File: config.mk
export PLATFORM = sky130hd
export DESIGN_NAME = core_ctrl_flat
export DESIGN_NICKNAME = d
export VERILOG_FILES = /design/src/rtl/core_ctrl_if.sv /design/src/rtl/core_ctrl.sv /design/src/flat_wrapper.sv
export SDC_FILE = /design/constraint.sdc
export NUM_CORES = 1
export LEC_CHECK = 0
export ABC_AREA = 1
export CAP_MARGIN = 20
export CORE_ASPECT_RATIO = 2
export CORE_MARGIN = 1
export CORE_UTILIZATION = 56
export CTS_CLUSTER_DIAMETER = 200
export CTS_CLUSTER_SIZE = 24
export DETAILED_ROUTE_END_ITERATION = 7
export GPL_ROUTABILITY_DRIVEN = 0
export GPL_TIMING_DRIVEN = 0
export PLACE_DENSITY = 0.81
export SYNTH_ARGS = -nofsm -noshare
export SYNTH_HDL_FRONTEND = slang
export SYNTH_SLANG_ARGS = --single-unit
File: constraint.sdc
create_clock -name clk -period 4.1 [get_ports clk]
set_input_delay 0.82 -clock clk [delete_from_list [all_inputs] [get_ports clk]]
set_output_delay 0.82 -clock clk [all_outputs]
set_load 0.01 [all_outputs]
File: src/rtl/core_ctrl_if.sv
`default_nettype none
// +----------------------------------------------------------------------+
// | Module      : core_ctrl_if                                           |
// | Description : Host-side bundle for the core instruction sequencer:   |
// |               tile request/descriptor in, instruction word and       |
// |               status out.                                            |
// | Revision    : 1.0 - initial release                                  |
// +----------------------------------------------------------------------+
interface core_ctrl_if;
  logic        start;
  logic [10:0] w_base;
  logic [10:0] a_base;
  logic [10:0] p_base;
  logic [10:0] n_act;
  logic        acc_en;
  logic        ofifo_valid;
  logic [33:0] inst;
  logic        busy;
  logic        done;
  logic        err;

  // Host / core side: issues tile requests, observes the sequencer
  modport master (
    output start, w_base, a_base, p_base, n_act, acc_en, ofifo_valid,
    input  inst, busy, done, err
  );

  // Sequencer side
  modport slave (
    input  start, w_base, a_base, p_base, n_act, acc_en, ofifo_valid,
    output inst, busy, done, err
  );
endinterface
`default_nettype wire

File: src/rtl/core_ctrl.sv
`default_nettype none
// +----------------------------------------------------------------------+
// | Module      : core_ctrl                                              |
// | Description : Tile sequencer. Drives the 34-bit core instruction     |
// |               word through kernel fetch, kernel load, activation     |
// |               fetch, execute and a ofifo_valid-paced psum drain.     |
// | Revision    : 1.0 - initial release                                  |
// +----------------------------------------------------------------------+
module core_ctrl #(
  parameter int ROW = 8,
  parameter int COL = 8
) (
  input  logic        clk,
  input  logic        reset,
  core_ctrl_if.slave  bus
);

  typedef enum logic [2:0] {
    S_IDLE = 3'd0,
    S_KRD  = 3'd1,
    S_KLD  = 3'd2,
    S_ARD  = 3'd3,
    S_EXE  = 3'd4,
    S_DRN  = 3'd5,
    S_DONE = 3'd6
  } state_t;

  // CEN/WEN of both memories high, everything else low
  localparam logic [33:0] c_idle_word = 34'h1_800C_0000;
  localparam logic [11:0] c_col       = 12'(COL);
  localparam logic [11:0] c_kld_last  = 12'(COL + ROW - 1);

  state_t      r_state;
  logic [11:0] r_cnt;
  logic [10:0] r_j;
  logic        r_drn;
  logic [10:0] r_w_base;
  logic [10:0] r_a_base;
  logic [10:0] r_p_base;
  logic [10:0] r_n_act;
  logic        r_acc;
  logic [33:0] r_inst;
  logic        r_busy;
  logic        r_done;
  logic        r_err;

  state_t      w_state_nxt;
  logic [11:0] w_cnt_nxt;
  logic [10:0] w_j_nxt;
  logic        w_latch;
  logic        w_issue;
  logic        w_err_nxt;
  logic [10:0] w_wb;
  logic [11:0] w_n_ext;
  logic [33:0] w_inst_nxt;

  // State, counters, latched descriptor and registered outputs
  always_ff @(posedge clk) begin
    if (!reset) begin
      r_state  <= S_IDLE;
      r_cnt    <= 12'd0;
      r_j      <= 11'd0;
      r_drn    <= 1'b0;
      r_w_base <= 11'd0;
      r_a_base <= 11'd0;
      r_p_base <= 11'd0;
      r_n_act  <= 11'd0;
      r_acc    <= 1'b0;
      r_inst   <= c_idle_word;
      r_busy   <= 1'b0;
      r_done   <= 1'b0;
      r_err    <= 1'b0;
    end else begin
      r_state <= w_state_nxt;
      r_cnt   <= w_cnt_nxt;
      r_j     <= w_j_nxt;
      r_drn   <= w_issue;
      if (w_latch) begin
        r_w_base <= bus.w_base;
        r_a_base <= bus.a_base;
        r_p_base <= bus.p_base;
        r_n_act  <= bus.n_act;
        r_acc    <= bus.acc_en;
      end
      r_inst <= w_inst_nxt;
      r_busy <= (w_state_nxt != S_IDLE);
      r_done <= (w_state_nxt == S_DONE);
      r_err  <= w_err_nxt;
    end
  end

  // Next state/counters, then the instruction word for the coming cycle
  always_comb begin
    w_state_nxt = r_state;
    w_cnt_nxt   = r_cnt + 12'd1;
    w_j_nxt     = r_j;
    w_latch     = 1'b0;
    w_err_nxt   = 1'b0;
    w_issue     = 1'b0;
    w_n_ext     = {1'b0, r_n_act};
    w_inst_nxt  = c_idle_word;

    case (r_state)
      S_IDLE: begin
        w_cnt_nxt = 12'd0;
        if (bus.start) begin
          if (bus.n_act != 11'd0) begin
            w_latch     = 1'b1;
            w_j_nxt     = 11'd0;
            w_state_nxt = S_KRD;
          end else begin
            w_err_nxt = 1'b1;
          end
        end
      end
      S_KRD: begin
        if (r_cnt == c_col) begin
          w_state_nxt = S_KLD;
          w_cnt_nxt   = 12'd0;
        end
      end
      S_KLD: begin
        if (r_cnt == c_kld_last) begin
          w_state_nxt = S_ARD;
          w_cnt_nxt   = 12'd0;
        end
      end
      S_ARD: begin
        if (r_cnt == w_n_ext) begin
          w_state_nxt = S_EXE;
          w_cnt_nxt   = 12'd0;
        end
      end
      S_EXE: begin
        if (w_cnt_nxt == w_n_ext) begin
          w_state_nxt = S_DRN;
          w_cnt_nxt   = 12'd0;
          w_j_nxt     = 11'd0;
        end
      end
      S_DRN: begin
        if (r_j == r_n_act) begin
          w_state_nxt = S_DONE;
        end
      end
      S_DONE: begin
        w_state_nxt = S_IDLE;
      end
      default: begin
        w_state_nxt = S_IDLE;
      end
    endcase

    // Pop only when valid was seen and the previous cycle was not a pop,
    // so ofifo_valid is always re-sampled after each read.
    w_issue = (w_state_nxt == S_DRN) && bus.ofifo_valid && !r_drn;
    if (w_issue) begin
      w_j_nxt = r_j + 11'd1;
    end

    // Base used on the very first KRD word comes straight from the inputs
    w_wb = w_latch ? bus.w_base : r_w_base;

    case (w_state_nxt)
      S_KRD: begin
        if (w_cnt_nxt < c_col) begin
          w_inst_nxt[19]   = 1'b0;
          w_inst_nxt[17:7] = w_wb + w_cnt_nxt[10:0];
        end
        if (w_cnt_nxt != 12'd0) begin
          w_inst_nxt[2] = 1'b1;
        end
      end
      S_KLD: begin
        if (w_cnt_nxt < c_col) begin
          w_inst_nxt[0] = 1'b1;
          w_inst_nxt[3] = 1'b1;
        end
      end
      S_ARD: begin
        if (w_cnt_nxt < w_n_ext) begin
          w_inst_nxt[19]   = 1'b0;
          w_inst_nxt[17:7] = r_a_base + w_cnt_nxt[10:0];
        end
        if (w_cnt_nxt != 12'd0) begin
          w_inst_nxt[2] = 1'b1;
        end
      end
      S_EXE: begin
        w_inst_nxt[1] = 1'b1;
        w_inst_nxt[3] = 1'b1;
      end
      S_DRN: begin
        if (w_issue) begin
          w_inst_nxt[33]    = r_acc;
          w_inst_nxt[32]    = 1'b0;
          w_inst_nxt[31]    = 1'b0;
          w_inst_nxt[30:20] = r_p_base + r_j;
          w_inst_nxt[6]     = 1'b1;
        end
      end
      default: begin
        w_inst_nxt = c_idle_word;
      end
    endcase
  end

  assign bus.inst = r_inst;
  assign bus.busy = r_busy;
  assign bus.done = r_done;
  assign bus.err  = r_err;

endmodule
`default_nettype wire

File: src/flat_wrapper.sv
// flat-port wrapper written by rule: the top's interface ports become plain ports
module core_ctrl_flat 
#(
  parameter int ROW = 8,
  parameter int COL = 8
)
  (clk, reset, bus_start, bus_w_base, bus_a_base, bus_p_base, bus_n_act, bus_acc_en, bus_ofifo_valid, bus_inst, bus_busy, bus_done, bus_err);
  core_ctrl_if bus_i ();
  input  logic clk;
  input  logic reset;
  input wire logic [$bits(bus_i.start)-1:0] bus_start;
  input wire logic [$bits(bus_i.w_base)-1:0] bus_w_base;
  input wire logic [$bits(bus_i.a_base)-1:0] bus_a_base;
  input wire logic [$bits(bus_i.p_base)-1:0] bus_p_base;
  input wire logic [$bits(bus_i.n_act)-1:0] bus_n_act;
  input wire logic [$bits(bus_i.acc_en)-1:0] bus_acc_en;
  input wire logic [$bits(bus_i.ofifo_valid)-1:0] bus_ofifo_valid;
  output wire logic [$bits(bus_i.inst)-1:0] bus_inst;
  output wire logic [$bits(bus_i.busy)-1:0] bus_busy;
  output wire logic [$bits(bus_i.done)-1:0] bus_done;
  output wire logic [$bits(bus_i.err)-1:0] bus_err;
  assign bus_i.start = bus_start;
  assign bus_i.w_base = bus_w_base;
  assign bus_i.a_base = bus_a_base;
  assign bus_i.p_base = bus_p_base;
  assign bus_i.n_act = bus_n_act;
  assign bus_i.acc_en = bus_acc_en;
  assign bus_i.ofifo_valid = bus_ofifo_valid;
  assign bus_inst = bus_i.inst;
  assign bus_busy = bus_i.busy;
  assign bus_done = bus_i.done;
  assign bus_err = bus_i.err;
  core_ctrl #(.ROW(ROW), .COL(COL)) u_core (.clk(clk), .reset(reset), .bus(bus_i));
endmodule
==> qor.yml, run 1 <==
place_ws_ns: -1.28
netlist.area_leader.share_pct: 33.3
hold_viol: 0
syn2layout_area_growth_pct: 23.5
synth_seq_cells: 105
startpoint_type: "primary input"
h-tree-depth: 3
finalClockSkew_ns: 0.00770
synth_top_cells_by_count: "nand2_1, inv_1, nor2_1, dfxtp_1, o21ai_0"
drt_iter0_markers: 359
endpoint_kind: "register"
cts_buffers: 9
clockPowerShare_pct: 36.6
p_comb_share_pct: 19.3
io_pins: 86
crit_family: "buffers and inverters"
hold_start: "u_core.r_acc"
leakagePower_nw: 3.53
start_util_pct: 57.7
hold_depth: 2
cts_tree: "built"
p_per_area_nw_per_um2: 322
drive_above_1_share_pct: 11.5
rows: 54
cp_slowest_cell: "clkdlybuf4s50_1"
dpl_cell_area_um2: 7320
hold_end: "u_core.bus.inst[33]"
switching_share_pct: 29.5
core_area_um2: 10900
final_area_um2: 7800
overflow: 0
reg2reg_depth: 23
syn-cell-area_um2: 6320
wl_mm: 18.5
ctsLongestPathBuffers: 2
die_w_um: 77.1
crit_type: "primary input to register"
antenna_left: 0
antenna_found_initial: 0
antennaDiodeCount: 0
synth_edf_count: 0
path_common_cell: "inv_1"
grt_pass1_wl_mm: 28.4
critPathLaunch: "bus_start"
die_y_um: 152
post-route-util_pct: 71.2
slew_headroom_pct: 35.0
crit_chain: "clkdlybuf4s50_1 -> nand2_1 -> nor3_4 -> nand2_4 -> buf_4 -> buf_4 -> clkbuf_1 -> o21ai_0 -> inv_1 -> ha_1 -> inv_1 -> nor4_2 -> nand2_1 -> o311ai_0 -> a31oi_1 -> xnor2_1 -> inv_1 -> nand2_2 -> a21oi_2"
ys_types: 46
r2r-end: "u_core.bus.inst[16]"
worstPathBufferInverterCount: 7
cp_max_fo: 10
drtPass1Iterations: 5
hp-class: "register to register"
cpPeakStageDelay_ns: 0.46
cts.root.buffer_cell: "clkbuf_16"
drv_cap: 0
p_sw_mw: 0.741
vdd_ir_drop_max_uv: 215
reg2reg_from: "u_core.r_cnt[0]"
tightest_slew_ns: 0.966
synth_top_cell_by_area: "dfxtp_1"
synth_most_common_cell: "nand2_1"
rrSetupSlack_ns: 0.21
die_area_um2: 11700
grt_pass1_vias: 6058
setup_viol: 0
clk_pin_slew_ns: 0.08
seqPwrFrac_pct: 44.1
vias_per_cell: 5.50
clkSinkCount: 105
status: "completed"
fmax_ghz: 0.251
synth_ff_type: "dfxtp_1"
intPower_mw: 1.77
cp.arrival_ns: 4.21
portBuffers: 82
yosysWarnings: 0
grt_max_degree: 19
fin_crit_ns: 3.99
grt_usage_pct: 32.0
slew_violations: 0
layout.nets: 1084
ctsHoldBuffers: 0
synth-async-reset-ratio_pct: 0
critPathRequiredTime_ns: 4.32
drc: 0
syn_area_per_cell_um2: 7.10
synth.area.top_cells: "dfxtp_1, ha_1, nand2_1"
seq_area_frac_synth_pct: 33.3
finalPower_mw: 2.51
wire_per_inst_um: 16.3
vias: 6237
post-dp-hpwl_mm: 14.4
worst_slack_ns: 0.113
netlist_instances: 889
clk_latency_ns: 0.36
timing.final.crit_share_pct: 97.3
## repair_timing
item,4_1_cts,5_1_grt
endpoints found under the setup margin,8,4
gates cloned,0,0
pin swaps,2,8
setup buffers,2,4
gates resized for setup,11,27
## per-stage QoR
step           hold WS [ns]  instances  setup TNS [ns]
2_1_floorplan         0.416        890               0
3_3_place_gp          0.428       1112           -6.19
3_5_place_dp          0.439       1112           -6.76
4_1_cts               0.451       1130         -0.0109
5_1_grt               0.494       1134          -0.218
6_report              0.447       1134               0
## placed cells by master, fill, tap and decap left out, types with 3 or more instances in the layout
| cell type | count |
|---|---|
| inv_6 | 3 |
| xor2_1 | 33 |
| nor2_1 | 116 |
| nand3_2 | 3 |
| o21ai_1 | 6 |
| conb_1 | 3 |
| dfxtp_1 | 103 |
| nor4_1 | 3 |
| ha_1 | 41 |
| o21ai_0 | 60 |
| xnor2_1 | 8 |
| inv_1 | 124 |
| buf_2 | 3 |
| nand4_1 | 14 |
| clkdlybuf4s50_1 | 82 |
| or2_2 | 14 |
| buf_4 | 10 |
| nand2_1 | 130 |
| nand3_1 | 47 |
| nor3_1 | 19 |
| clkbuf_16 | 9 |
| a21oi_2 | 16 |
| nor2_4 | 6 |
| nor2_2 | 6 |
| nand2_2 | 17 |
| clkbuf_1 | 14 |
| a21oi_1 | 51 |
| o211ai_1 | 3 |
| a31oi_1 | 3 |
| inv_2 | 4 |
| clkinv_1 | 3 |
| fa_1 | 3 |
## cells by family after synthesis
| family | after synthesis | synth area share (%) |
|---|---|---|
| buffers and inverters | 158 | 9.90 |
| adder cells (fa/ha/maj) | 46 | 9.47 |
| XOR/XNOR | 42 | 6.04 |
| AO/OA/AOI/OAI | 150 | 13.1 |
| flip-flops | 105 | 33.3 |
| AND/OR/NAND/NOR | 386 | 28.1 |
| other | 2 | 0.119 |
## flip-flops by register name, summed over array words and instances, names as in the netlist
signal           cells
u_core.bus.inst     30
u_core.r_acc         1
u_core.bus.err       1
u_core.r_drn         1
u_core.r_w_base     11
u_core.r_state       3
u_core.r_n_act      11
u_core.r_j          11
u_core.r_cnt        12
u_core.r_a_base     11
u_core.bus.busy      1
u_core.bus.done      1
u_core.r_p_base     11
## power by group through the flow
stage               clock network, mW  logic (mW)  registers [mW]
CTS                             0.918       0.464            1.11
global route                    0.958       0.528            1.11
finish                          0.919       0.483            1.11
floorplan                           0       0.283            1.12
global placement                    0       0.444            1.13
detailed placement                  0       0.453            1.13
## area by class of cell
type                    count  area, µm²
clock buffers              10        239
flip-flops and latches    105       2100
repair buffers             88        866
clock inverters             6       71.3
plain buffers              26        140
multi-input cells         627       3700
inverters                 132        498
fillers                   935       3150
well taps                 140        175
## metal layers
layer | share of wire, % | track usage, % | vias up
li1 | - | - | 3064
met1 | 33 | 27.4 | 2895
met2 | 54 | 61.5 | 194
met3 | 3.3 | 4.01 | 84
met4 | 9.5 | 29.4 | 0
met5 | 0 | 0 | -
## worst register-to-register path, cell delays in order, from the launching register on
cell and delay (ns):
dfxtp_2 0.39, inv_1 0.10, ha_1 0.34, xnor2_1 0.14, nand2_1 0.07, nor2_1 0.18, nand3_1 0.14, nor2_4 0.16
nand4_4 0.20, nand2_8 0.16, inv_4 0.07, nand2_1 0.07, inv_1 0.13, ha_1 0.37, nand2_1 0.11, inv_1 0.04
nand4_1 0.07, o211ai_1 0.15, a21o_1 0.23, a21oi_1 0.17, xor2_1 0.22, nor2_1 0.06, nand3_1 0.10, a21oi_2 0.06
## worst max path at each step
stage | cells after the start | slack, ns | end
2_1_floorplan | 23 | 0.47 | u_core.bus.inst[16]
3_3_place_gp | 24 | -1.21 | u_core.bus.inst[16]
3_5_place_dp | 24 | -1.28 | u_core.bus.inst[16]
4_1_cts | 24 | -0.01 | u_core.bus.inst[16]
5_1_grt | 19 | -0.11 | u_core.bus.inst[17]
6_report | 19 | 0.11 | u_core.bus.inst[17]
No activity file was read; power rests on OpenSTA's default activity.
==> inputs of run 2 (changes only) <==
==> constraint.sdc (replaced) <==
create_clock -name clk -period 4.57 [get_ports clk]
set_input_delay 0.914 -clock clk [delete_from_list [all_inputs] [get_ports clk]]
set_output_delay 0.914 -clock clk [all_outputs]
set_load 0.01 [all_outputs]
==> run 2 against run 1 <==
Effect of this change: utilization down 1.2 points; largest cell class unchanged; via count down 1.5%; combinational power down 13%.
==> qor.yml, run 2 (synthesis results as in run 1) <==
use_met3_pct: 4.01  # unchanged
drt_iter0_markers: 333  # -7.2%
final_cell_mix: "nand2_1, inv_1, nor2_1, dfxtp_1, clkdlybuf4s50_1"
clkSinkCount: 105  # unchanged
dpl.cell_count: 1112  # unchanged
h-tree-depth: 3  # unchanged
start_util_pct: 57.7  # unchanged
vdd_ir_drop_max_uv: 191  # -11%
status: "completed"
crit_type: "primary input to register"
io_pins: 86  # unchanged
vias: 6142  # -1.5%
die_area_um2: 11700  # unchanged
endpoint_kind: "register"
fin_cells: 1130  # -0.35%
post-route-util_pct: 70.1  # -1.2 points
antenna_found_initial: 0  # unchanged
slew_violations: 0  # unchanged
hp-class: "register to register"
rows: 54  # unchanged
cp_max_fo: 10  # unchanged
mostFrequentLayoutCell: "nand2_1"
layout.nets: 1080  # -0.37%
grt_max_degree: 19  # unchanged
drtPass1Iterations: 5  # unchanged
final_area_um2: 7670  # -1.6%
fin_crit_ns: 4.46
startpoint_type: "primary input"
die_y_um: 152  # unchanged
cp.arrival_ns: 4.74  # +0.53 ns
clk_pin_slew_ns: 0.07  # about the same
post-dp-hpwl_mm: 14.4  # unchanged
p_per_area_nw_per_um2: 291  # -9.6%
ctsHoldBuffers: 0  # unchanged
timing.final.crit_share_pct: 97.5
portBuffers: 82  # unchanged
antenna_left: 0  # unchanged
die_w_um: 77.1  # unchanged
dpl_cell_area_um2: 7320  # unchanged
grt_pass1_wl_mm: 28.4  # -0.15%
critPathRequiredTime_ns: 4.85  # +0.53 ns
drv_cap: 0  # unchanged
cts_buffers: 9  # unchanged
antennaDiodeCount: 0  # unchanged
overflow: 0  # unchanged
syn2layout_area_growth_pct: 21.4
setup_viol: 0  # unchanged
hold_slack_ns: 0.446  # -0.000741 ns
wire_per_inst_um: 16.1  # -1.7%
leakagePower_nw: 3.50  # -0.85%
vias_per_cell: 5.44  # -1.2%
largest_register_ffs: 30  # unchanged
finalClockSkew_ns: 0.00642  # -0.00128 ns
drc: 0  # unchanged
ctsLongestPathBuffers: 2  # unchanged
grt_pass1_vias: 6048  # -0.17%
core_area_um2: 10900  # unchanged
fmax_ghz: 0.224
drive_above_1_share_pct: 8.99  # -2.5 points
grt_use_met1_pct: 27.5  # +0.13 points
cts.root.buffer_cell: "clkbuf_16"
rrSetupSlack_ns: 0.39  # +0.18 ns
wl_mm: 18.2  # -2.0%
hold_viol: 0  # unchanged
busiest_layer: "met2"
cts_tree: "built"
setup_tns_ns: 0  # unchanged
slew_headroom_pct: 42.3  # +7.2 points
clk_latency_ns: 0.36  # about the same
global_route.usage.met2_pct: 61.9  # +0.38 points
grt_usage_pct: 32.0  # about the same
tightest_slew_ns: 0.858  # -0.108 ns
==> run 2: cell types whose count changed in the layout (fill, tap and decap cells not counted), sizes merged <==
cell / delta
buf: -4
==> run 2: final timing paths <==
check / start / cells past startpoint / end
max: bus_n_act[0] / 24 / u_core.bus.inst[16]
min: u_core.r_acc / 2 / u_core.bus.inst[33]
max reg2reg: u_core.r_cnt[1] / 23 / u_core.bus.inst[17]
min reg2reg: u_core.r_acc / 2 / u_core.bus.inst[33]
==> run 2: critical path: stages <==
cell,delay [ns]
clkdlybuf4s50_1,0.44
nor4_1,0.30
nand3_1,0.20
nand2_4,0.16
inv_1,0.12
buf_2,0.21
or2_2,0.28
o21ai_0,0.11
inv_1,0.08
ha_2,0.34
a21oi_1,0.17
nand2_1,0.12
a21oi_1,0.21
o21ai_1,0.13
nand2_1,0.07
nand2_1,0.07
nand2_1,0.08
nand2_1,0.05
nand2_1,0.08
nand2_1,0.06
a21oi_1,0.14
xor2_1,0.19
nand2_1,0.07
a21oi_1,0.14
==> run 2: where the power goes <==
part / internal (mW) / switching [mW] / total, mW / leakage, nW
clock: 0.446 / 0.375 / 0.821 / 0.146
combinational: 0.173 / 0.245 / 0.418 / 2.50
sequential: 0.961 / 0.0319 / 0.993 / 0.859
==> run 2: routing by layer <==
layer / vias to the layer above / wire, µm
met2: 179 / 9960
met3: 80 / 542
li1: 3051 / -
met5: - / 0
met1: 2832 / 5940
met4: 0 / 1710
==> run 2: per-stage QoR <==
stage	power [mW]	worst slack (ns)
detailed placement	1.42	-0.904
CTS	2.23	0.0163
global route	2.32	-0.0648
finish	2.23	0.113
floorplan	1.26	0.846
global placement	1.41	-0.836
==> run 2: layout make-up <==
class                   count  area [µm²]
multi-input cells         627        3620
fillers                   963        3280
flip-flops and latches    105        2100
repair buffers             84         836
inverters                 132         498
clock buffers              10         239
well taps                 140         175
plain buffers              26         129
clock inverters             6        71.3
==> run 2: what timing repair did <==
item                                    4_1_cts  5_1_grt
endpoints found under the hold margin         0        0
endpoints found under the setup margin        6        3
buffers inserted                              0        2
gates resized for setup                       3        7
pin swaps                                     0        1
==> inputs of run 3 (changes only) <==
--- a/config.mk
+++ b/config.mk
@@ -9,13 +9,15 @@
 export CAP_MARGIN = 20
 export CORE_ASPECT_RATIO = 2
 export CORE_MARGIN = 1
-export CORE_UTILIZATION = 56
+export CORE_UTILIZATION = 59
 export CTS_CLUSTER_DIAMETER = 200
 export CTS_CLUSTER_SIZE = 24
 export DETAILED_ROUTE_END_ITERATION = 7
 export GPL_ROUTABILITY_DRIVEN = 0
 export GPL_TIMING_DRIVEN = 0
-export PLACE_DENSITY = 0.81
+export PLACE_DENSITY = 0.85
+export RECOVER_POWER = 100
+export SLEW_MARGIN = 30
 export SYNTH_ARGS = -nofsm -noshare
 export SYNTH_HDL_FRONTEND = slang
 export SYNTH_SLANG_ARGS = --single-unit
==> constraint.sdc (replaced) <==
create_clock -name clk -period 5.2 [get_ports clk]
set_input_delay 1.04 -clock clk [delete_from_list [all_inputs] [get_ports clk]]
set_output_delay 1.04 -clock clk [all_outputs]
set_load 0.01 [all_outputs]
==> run 3 against run 2 <==
Effect of this change: hold slack improved by 0.0057 ns; sequential share of layout area rose by 0.33 points; combinational power fell by 15%; via count rose by 1.7%; count of clock-buffer cells in the layout did not move; design area fell by 1.2%; power fell by 10%; cell count fell by 0.44%; critical endpoint unchanged; largest cell class unchanged.
==> qor.yml, run 3 (synthesis results as in run 1) <==
slew_violations: 0  # unchanged
start_util_pct: 60.3  # +2.6 points
endpoint_kind: "register"
p_comb_share_pct: 17.8  # -0.9 points
intPower_mw: 1.43  # -9.5%
cp_slowest_cell: "dlygate4sd3_1"
portBuffers: 82  # unchanged
slew_headroom_pct: 28.5  # -14 points
crit_type: "primary input to register"
ctsLongestPathBuffers: 2  # unchanged
fin_cells: 1125  # -0.44%
worst_slack_ns: 0.407  # +0.294 ns
worstPathBufferInverterCount: 4  # unchanged
layout.nets: 1078  # -0.19%
path_common_cell: "nand2_1"
drtPass1Iterations: 5  # unchanged
startpoint_type: "primary input"
mostFrequentLayoutCell: "nand2_1"
final_cell_mix: "nand2_1, inv_1, nor2_1, dfxtp_1, o21ai_0"
antenna_left: 0  # unchanged
grt_max_degree: 19  # unchanged
p_sw_mw: 0.568  # -13%
fin_crit_ns: 4.79
grt_pass1_vias: 6229  # +3.0%
overflow: 0  # unchanged
vias: 6244  # +1.7%
leakagePower_nw: 3.57  # +1.9%
antenna_found_initial: 0  # unchanged
antennaDiodeCount: 0  # unchanged
clk_latency_ns: 0.35  # about the same
fmax_ghz: 0.209
io_pins: 86  # unchanged
cp_max_fo: 10  # unchanged
die_area_um2: 11100  # -5.0%
vias_per_cell: 5.55  # +2.1%
clk_pin_slew_ns: 0.07  # about the same
grt_pass1_wl_mm: 29.2  # +2.9%
finalClockSkew_ns: 0.00769  # +0.00127 ns
cts_tree: "built"
cpPeakStageDelay_ns: 0.52  # +0.08 ns
wire_per_inst_um: 16.5  # +2.8%
timing.final.crit_share_pct: 92.2
hp-class: "register to register"
rsz0062_at_grt: "no"
dpl.cell_count: 1109  # -0.27%
syn2layout_area_growth_pct: 20.0
largest_register_ffs: 30  # unchanged
crit_family: "simple AND/OR/NAND/NOR gates"
cp.arrival_ns: 5.07  # +0.33 ns
vdd_ir_drop_max_uv: 204  # +7.1%
drive_above_1_share_pct: 6.78  # -2.2 points
place_ws_ns: -0.357  # +0.547 ns
core_area_um2: 10500  # -4.3%
cts_buffers: 9  # unchanged
drt_iter0_markers: 394  # +18%
cts.root.buffer_cell: "clkbuf_16"
wl_mm: 18.6  # +2.4%
die_y_um: 148  # -2.5%
drv_cap: 0  # unchanged
switching_share_pct: 28.4  # -0.79 points
h-tree-depth: 3  # unchanged
hold_slack_ns: 0.452  # +0.00567 ns
post-dp-hpwl_mm: 14.4  # about the same
grt_usage_pct: 35.8  # +3.8 points
critPathRequiredTime_ns: 5.48  # +0.63 ns
tightest_slew_ns: 1.06  # +0.205 ns
p_per_area_nw_per_um2: 264  # -9.4%
die_w_um: 75.2  # -2.5%
hold_viol: 0  # unchanged
clockPowerShare_pct: 38.5  # +1.7 points
crit_chain: "dlygate4sd3_1 -> nand2_1 -> nor3_4 -> nand2_4 -> inv_1 -> clkbuf_1 -> or2_2 -> o21ai_0 -> inv_1 -> ha_1 -> a21oi_1 -> nand2_1 -> a21oi_1 -> o21ai_0 -> nand2_1 -> nand2_1 -> nand2_1 -> nand2_1 -> nand2_1 -> nand2_1 -> a21oi_1 -> xor2_1 -> nand2_1 -> a21oi_1"
setup_viol: 0  # unchanged
drc: 0  # unchanged
clkSinkCount: 105  # unchanged
status: "completed"
seqPwrFrac_pct: 43.7  # -0.8 points
rows: 53  # -1.9%
run 3: layout make-up:
cell class                      instances  area (µm²)
Buffer                                 26         126
Clock buffer                           10         239
Clock inverter                          6        95.1
Fill cell                             899        2900
Inverter                              132         498
Multi-Input combinational cell        627        3530
Sequential cell                       105        2100
Tap cell                              137         171
Timing Repair Buffer                   82         821
run 3: per-stage QoR:
step	power (mW)	utilization, %	area (µm²)	TNS, ns
after global routing	2.06	72.3	7580	0
final	2.00	72.3	7580	0
after floorplan	1.11	-	6320	0
after detailed placement	1.25	69.8	7310	-0.449
after CTS	2.00	73.0	7650	0
after global placement	1.24	69.8	7310	-0.309
run 3: repair_timing:
| item | 4_1_cts | 5_1_grt |
|---|---|---|
| resized for setup | 1 | 3 |
| hold buffers | 0 | 0 |
| setup buffers | 0 | 0 |
| hold endpoints to repair | 0 | 0 |
| setup endpoints to repair | 1 | 3 |
run 3: path summary, 6_finish.rpt:
| kind | start | to | slack (ns) | cells past startpoint |
|---|---|---|---|---|
| max | bus_start | u_core.bus.inst[16] | 0.41 | 24 |
| min | u_core.r_acc | u_core.bus.inst[33] | 0.45 | 2 |
| min reg2reg | u_core.r_acc | u_core.bus.inst[33] | 0.45 | 2 |
| max reg2reg | u_core.r_cnt[0] | u_core.bus.inst[16] | 0.63 | 25 |
run 3: power by group through the flow:
stage / Clock [mW] / Sequential [mW] / Combinational [mW]
2_1_floorplan: 0 / 0.887 / 0.223
3_3_place_gp: 0 / 0.889 / 0.348
3_5_place_dp: 0 / 0.891 / 0.357
4_1_cts: 0.767 / 0.873 / 0.361
5_1_grt: 0.792 / 0.877 / 0.394
6_report: 0.768 / 0.874 / 0.356
run 3: worst min-delay path, cell delays in order (launching register included):
cell and delay, ns:
dfxtp_1 0.30, inv_1 0.06, nor2_1 0.04
run 3: layer usage:
metal	track usage, %	vias up	part of all wire (%)
met2	64.8	231	54
li1	-	3053	-
met3	9.01	92	5.1
met4	30.7	0	9.4
met5	0	-	0
met1	30.6	2868	31
